## config.mk

```make
export PLATFORM = sky130hd
export DESIGN_NAME = apb_slave_regbank
export DESIGN_NICKNAME = d
export VERILOG_FILES = /design/src/rtl/apb_pkg.sv /design/src/rtl/apb_regbank_core.sv /design/src/rtl/apb_slave_regbank.sv
export SDC_FILE = /design/constraint.sdc
export NUM_CORES = 1
export LEC_CHECK = 0
export BUFFER_PORTS_ARGS = -buffer_cell sky130_fd_sc_hd__buf_4
export CORE_ASPECT_RATIO = 1.75
export CORE_MARGIN = 2
export CORE_UTILIZATION = 54
export CTS_CLUSTER_SIZE = 12
export DETAILED_ROUTE_END_ITERATION = 10
export PLACE_DENSITY = 0.83
export SLEW_MARGIN = 25
export SYNTH_ARGS = -nofsm -noshare
export SYNTH_HDL_FRONTEND = slang
export SYNTH_SLANG_ARGS = --single-unit
```

## constraint.sdc

```tcl
create_clock -name PCLK -period 4.5 [get_ports PCLK]
set_input_delay 0.9 -clock PCLK [delete_from_list [all_inputs] [get_ports PCLK]]
set_output_delay 0.9 -clock PCLK [all_outputs]
set_load 0.1 [all_outputs]
```

## src/rtl/apb_pkg.sv

```systemverilog
// Shared types and constants for the APB slave register bank.
package apb_pkg;

    // Transfer-handshake states of the slave FSM.
    typedef enum logic [1:0] {
        APB_IDLE = 2'd0,
        APB_WAIT = 2'd1,
        APB_DONE = 2'd2
    } apb_slv_state_e;

    // Width of the wait-state down-counter (covers 0..15 wait cycles).
    localparam int APB_WAIT_CNT_W = 4;

    // A byte address is only legal when it points at a whole word.
    function automatic logic addr_misaligned(input logic [1:0] addr_lsb);
        return (addr_lsb != 2'b00);
    endfunction

endpackage

```

## src/rtl/apb_regbank_core.sv

```systemverilog
// Register array with byte-strobe writes, read mux and access-error decode.
// Error and read data are combinational on the current APB address phase;
// the registers update only on the cycle the controlling FSM commits.
module apb_regbank_core
    import apb_pkg::*;
#(
    parameter int                  DATA_W   = 32,
    parameter int                  ADDR_W   = 8,
    parameter int                  NUM_REGS = 4,
    parameter logic [NUM_REGS-1:0] RO_MASK  = '0
) (
    input  logic                         PCLK,
    input  logic                         PRESET,
    input  logic                         commit_s,
    input  logic [ADDR_W-1:0]            PADDR,
    input  logic                         PWRITE,
    input  logic [DATA_W-1:0]            PWDATA,
    input  logic [DATA_W/8-1:0]          PSTRB,
    output logic                         err_s,
    output logic [DATA_W-1:0]            rdata_s,
    output logic [NUM_REGS*DATA_W-1:0]   regs_s
);

    localparam int IDX_W     = ADDR_W - 2;
    localparam int NUM_BYTES = DATA_W / 8;

    logic [IDX_W-1:0]    idx_s;
    logic [NUM_REGS-1:0] sel_s;
    logic                in_range_s;
    logic                ro_s;
    logic                we_s;
    logic [DATA_W-1:0]   regs_r [NUM_REGS];

    assign idx_s = PADDR[ADDR_W-1:2];

    // One-hot register select, read mux and error classification.
    always_comb begin
        sel_s   = '0;
        rdata_s = '0;
        for (int i = 0; i < NUM_REGS; i++) begin
            sel_s[i] = (32'(idx_s) == 32'(i));
            rdata_s  = rdata_s | (regs_r[i] & {DATA_W{sel_s[i]}});
        end
        in_range_s = |sel_s;
        ro_s       = |(sel_s & RO_MASK);
        err_s      = addr_misaligned(PADDR[1:0]) | ~in_range_s | (PWRITE & ro_s);
    end

    assign we_s = commit_s & PWRITE & ~err_s;

    // Byte-lane register update; read-only registers never load and stay zero.
    always_ff @(posedge PCLK) begin
        if (PRESET) begin
            for (int i = 0; i < NUM_REGS; i++) begin
                regs_r[i] <= '0;
            end
        end else begin
            for (int i = 0; i < NUM_REGS; i++) begin
                for (int b = 0; b < NUM_BYTES; b++) begin
                    if (we_s && sel_s[i] && PSTRB[b] && !RO_MASK[i]) begin
                        regs_r[i][8*b +: 8] <= PWDATA[8*b +: 8];
                    end
                end
            end
        end
    end

    // Flatten the array for the fabric-facing bus.
    genvar g;
    generate
        for (g = 0; g < NUM_REGS; g++) begin : g_flat
            assign regs_s[g*DATA_W +: DATA_W] = regs_r[g];
        end
    endgenerate

endmodule

```

## src/rtl/apb_slave_regbank.sv

```systemverilog
// APB slave front end: handshake FSM with programmable wait states and
// registered PREADY/PSLVERR/PRDATA around the register bank core.
module apb_slave_regbank
    import apb_pkg::*;
#(
    parameter int                  DATA_W      = 32,
    parameter int                  ADDR_W      = 8,
    parameter int                  NUM_REGS    = 4,
    parameter int                  WAIT_CYCLES = 0,
    parameter logic [NUM_REGS-1:0] RO_MASK     = '0
) (
    input  logic                         PCLK,
    input  logic                         PRESET,
    input  logic [ADDR_W-1:0]            PADDR,
    input  logic                         PSEL,
    input  logic                         PENABLE,
    input  logic                         PWRITE,
    input  logic [DATA_W-1:0]            PWDATA,
    input  logic [DATA_W/8-1:0]          PSTRB,
    output logic [DATA_W-1:0]            PRDATA,
    output logic                         PREADY,
    output logic                         PSLVERR,
    output logic [NUM_REGS*DATA_W-1:0]   regs_o
);

    // Counter preload: the first wait cycle is spent on the IDLE->WAIT edge.
    localparam logic [APB_WAIT_CNT_W-1:0] WAIT_CNT_INIT =
        (WAIT_CYCLES == 0) ? 4'd0 : APB_WAIT_CNT_W'(WAIT_CYCLES - 1);

    apb_slv_state_e              state_r;
    apb_slv_state_e              next_state_s;
    logic [APB_WAIT_CNT_W-1:0]   cnt_r;
    logic [APB_WAIT_CNT_W-1:0]   cnt_next_s;
    logic                        access_s;
    logic                        commit_s;
    logic                        err_s;
    logic [DATA_W-1:0]           rdata_s;
    logic [DATA_W-1:0]           prdata_r;
    logic                        pready_r;
    logic                        pslverr_r;

    assign access_s = PSEL & PENABLE;

    // Next-state and wait-counter logic; an access phase dropped in WAIT aborts.
    always_comb begin
        next_state_s = state_r;
        cnt_next_s   = cnt_r;
        case (state_r)
            APB_IDLE: begin
                if (access_s) begin
                    if (WAIT_CYCLES == 0) begin
                        next_state_s = APB_DONE;
                    end else begin
                        next_state_s = APB_WAIT;
                        cnt_next_s   = WAIT_CNT_INIT;
                    end
                end else begin
                    next_state_s = APB_IDLE;
                end
            end
            APB_WAIT: begin
                if (!access_s) begin
                    next_state_s = APB_IDLE;
                    cnt_next_s   = 4'd0;
                end else if (cnt_r == 4'd0) begin
                    next_state_s = APB_DONE;
                end else begin
                    cnt_next_s = cnt_r - 4'd1;
                end
            end
            APB_DONE: begin
                next_state_s = APB_IDLE;
            end
            default: begin
                next_state_s = APB_IDLE;
                cnt_next_s   = 4'd0;
            end
        endcase
        commit_s = (next_state_s == APB_DONE);
    end

    // State, counter and registered APB response; reset overrides any commit.
    always_ff @(posedge PCLK) begin
        if (PRESET) begin
            state_r   <= APB_IDLE;
            cnt_r     <= 4'd0;
            pready_r  <= 1'b0;
            pslverr_r <= 1'b0;
            prdata_r  <= '0;
        end else begin
            state_r   <= next_state_s;
            cnt_r     <= cnt_next_s;
            pready_r  <= commit_s;
            pslverr_r <= commit_s & err_s;
            if (commit_s && !PWRITE) begin
                prdata_r <= err_s ? '0 : rdata_s;
            end
        end
    end

    assign PRDATA  = prdata_r;
    assign PREADY  = pready_r;
    assign PSLVERR = pslverr_r;

    apb_regbank_core #(
        .DATA_W   (DATA_W),
        .ADDR_W   (ADDR_W),
        .NUM_REGS (NUM_REGS),
        .RO_MASK  (RO_MASK)
    ) u_core (
        .PCLK     (PCLK),
        .PRESET   (PRESET),
        .commit_s (commit_s),
        .PADDR    (PADDR),
        .PWRITE   (PWRITE),
        .PWDATA   (PWDATA),
        .PSTRB    (PSTRB),
        .err_s    (err_s),
        .rdata_s  (rdata_s),
        .regs_s   (regs_o)
    );

endmodule

```

==> run summary <==
Outcome - complete, no violations
Post-route clock period utilization - 64.42%
Total number of vias - 5283
Min Tclk post-route - 2.899 ns
Crit path kind - register to register
I/O Pins - 211
Initial antenna violation count - 0
Primary FF master, synth - edfxtp_1
Full die area - 13900 um2
Min-delay worst type - register to register
Final setup violation count - 0
Post_cts resized - 0
Wire per inst - 22.01 um
First-pass iteration count of the detailed router - 5
FF-to-FF path depth - 6
CP Launch Type - register
Max_cap viols - 0
Hold EP - PRDATA[1]
Simple-Gate Fraction of Synth Area - 13.11%
Final Max Tran Viols - 0
F_max - 344.9 MHz
Highest Signal Layer - met4
Worst slew pin tran - 1.023 ns
Compound-Gate Fraction of Synth Area - 6.323%
Synthesis-to-finish area growth - 31.58%
Slew headroom - 31.79%
Ant. Diodes - 0
Clock tree buffer depth - 2
Gate power share - 15.9%
Share of power burned in registers - 46.3%
Placer Congestion - 0.8544
R2R setup slack - 1.60 ns
First-pass GRT wire length - 28830 um
Mux share of post-synthesis cell area - 10.32%
# port buffers - 210
DRC Markers - 0
Postcts setup bufs - 0
Hold-fix buffers at CTS - 0
P_sw - 0.001107 W
XOR/XNOR share of the synthesized area - 0.1254%
Worst path required time - 4.57 ns
Area share of the largest cell type after synthesis - 55.02%
Worst setup EP type - register
First DRT Iteration DRCs - 434
Adder-cell share of the synthesized area - 0.3582%
Min-Delay Path Depth - 1
Synth warn - 0
DP Cell Count - 845
Starting Density - 54.57%
ANT nets after route - 0
Hold path start - PRDATA[1]
Reg2reg start - cnt_r[0]
Final net count - 744
Internal power - 0.002659 W
Final wirelength - 19310 um
Clock latency on the worst-skew pair - 0.43 ns
Largest family of logic cells by synthesized area - simple AND/OR/NAND/NOR gates
Synth Register Bits - 168
Fin cells - 877
Sw Ratio - 29.40%
Syn_nets - 554
Worst VDD drop - 0.2405 mV
GRT Overall Usage - 27.54%
Remaining Overflow, GRT - 0
Die Ht - 154.5 um
CTS root buffer - clkbuf_16
P_leak - 3.648 nW
Gate Count Post-Synth - 503
Final setup skew - 0.01136 ns
Core Util, Final - 71.81%
# H-tree levels - 4
Synth area leader - edfxtp_1
Filler cells - 884
Hpwl dp - 13970 um
Setup TNS - 0 ns
RSZ-0062 raised after global routing - no
DR vias/cell - 6.024
Die Span X - 89.98 um
DR WL met2 - 11050 um
Asr flop ratio synth - 0%
Clk sinks - 168
Syn_area_per_cell - 13.89 um2
Met1 WL - 5926 um
Largest net degree at the start of global routing - 37
TritonCTS clock tree - built
Worst R2R End - u_core.regs_r[0][71]
CORE AREA - 12800 um2
Clock share of power - 37.8%
Count of flip-flops with a built-in enable after synthesis - 128
Metal3 WL - 1544 um
Crit-path max FO - 8
CTS buffer count - 17
Distinct cells, synth - 33
Pwr Density - 409.7 nW/um2
Synth top area cells - edfxtp_1, dfxtp_1, mux4_2
Layout cell share with drive strength beyond 1 - 39.94%
Vias in the first global route - 5238
Post-synthesis sequential area ratio - 66.49%
FP Rows - 55
Mapped cell area - 6985 um2
Clk slew on worst S/H paths - 0.07 ns
Fin. Hold Viols - 0
CP arrival - 2.97 ns
## cell usage after synthesis, drive strengths merged, types with 2 or more instances
library cell,number
a21o,16
a21oi,4
a22o,32
buf,21
clkbuf,21
dfxtp,40
edfxtp,128
ha,2
inv,4
mux4,32
nand2,35
nand3,4
nand3b,2
nor2,100
nor3,15
nor4,28
or3,6
or4,2
## placed cells by master (no fill, tap or decap), types with 3 or more instances in the layout
cell type / instances
a21o_1: 16
nand3_1: 4
a22o_1: 32
nor3_1: 15
clkbuf_16: 18
nor2_1: 100
or3_1: 6
buf_4: 213
inv_6: 5
clkinv_2: 3
mux4_2: 32
dfxtp_1: 40
edfxtp_1: 128
a21oi_1: 3
nor4_1: 26
inv_1: 4
nand2_1: 35
## cells by family (layout without fill, tap and decap cells)
group | after synthesis | after routing
simple gates | 199 | 199
flops | 168 | 168
compound gates | 55 | 55
buf+inv | 46 | 249
mux | 32 | 32
fa+ha+maj | 2 | 2
xor+xnor | 1 | 1
## sequential cells by signal (all words and copies together) (netlist names)
signal,count
PRDATA,32
PREADY,1
PSLVERR,1
cnt_r,4
state_r,2
u_core.regs_r,128
## critical path: stages (launching register included)
cell and delay, ns:
dfxtp_1 0.34, inv_1 0.09, ha_1 0.17, nor3b_1 0.49, o211ai_1 0.32, nor3_1 0.62
a21o_1 0.51
## power by group through the flow
stage	registers (W)	clock network (W)	logic [W]
finish	0.00174	0.00142	0.000598
global route	0.00175	0.00150	0.000614
CTS	0.00174	0.00143	0.000599
detailed placement	0.00178	0	0.000597
global placement	0.00177	0	0.000590
floorplan	0.00210	0	0.000115
## through the flow
step | setup WS (ns) | hold slack [ns] | area (um2) | power, W
after floorplan | 2.023 | 0.4661 | 6985 | 0.002219
after global placement | 1.230 | 0.4650 | 8611 | 0.002363
after detailed placement | 1.211 | 0.4673 | 8611 | 0.002372
after CTS | 1.605 | 0.4853 | 9191 | 0.003775
after global routing | 1.372 | 0.5001 | 9191 | 0.003854
final | 1.601 | 0.4824 | 9191 | 0.003766
## cell type report
| cell class | count | area, um2 | share of cell area (%) |
|---|---|---|---|
| clock buffers | 20 | 467.9 | 5.091 |
| clock inverters | 12 | 112.6 | 1.225 |
| inverters | 4 | 15.01 | 0.1634 |
| multi-input cells | 289 | 2138 | 23.26 |
| flip-flops and latches | 168 | 4644 | 50.53 |
| well taps | 171 | 214.0 | 2.328 |
| repair buffers | 213 | 1599 | 17.40 |
## layer usage
layer,up-vias,track usage (%)
li1,2287,-
met1,2604,27.22
met2,332,52.53
met3,60,7.647
met4,0,12.97
met5,-,0
## worst max path at each step
stage,slack (ns),to,cells past startpoint,startpoint
after floorplan,2.02,PRDATA[0],4,PADDR[2]
after global placement,1.23,u_core.regs_r[0][97],4,PADDR[2]
after detailed placement,1.21,u_core.regs_r[0][105],4,PADDR[2]
after CTS,1.61,u_core.regs_r[0][71],6,cnt_r[0]
after global routing,1.37,u_core.regs_r[0][71],6,cnt_r[0]
final,1.60,u_core.regs_r[0][71],6,cnt_r[0]
No activity file was read; power rests on OpenSTA's default activity.
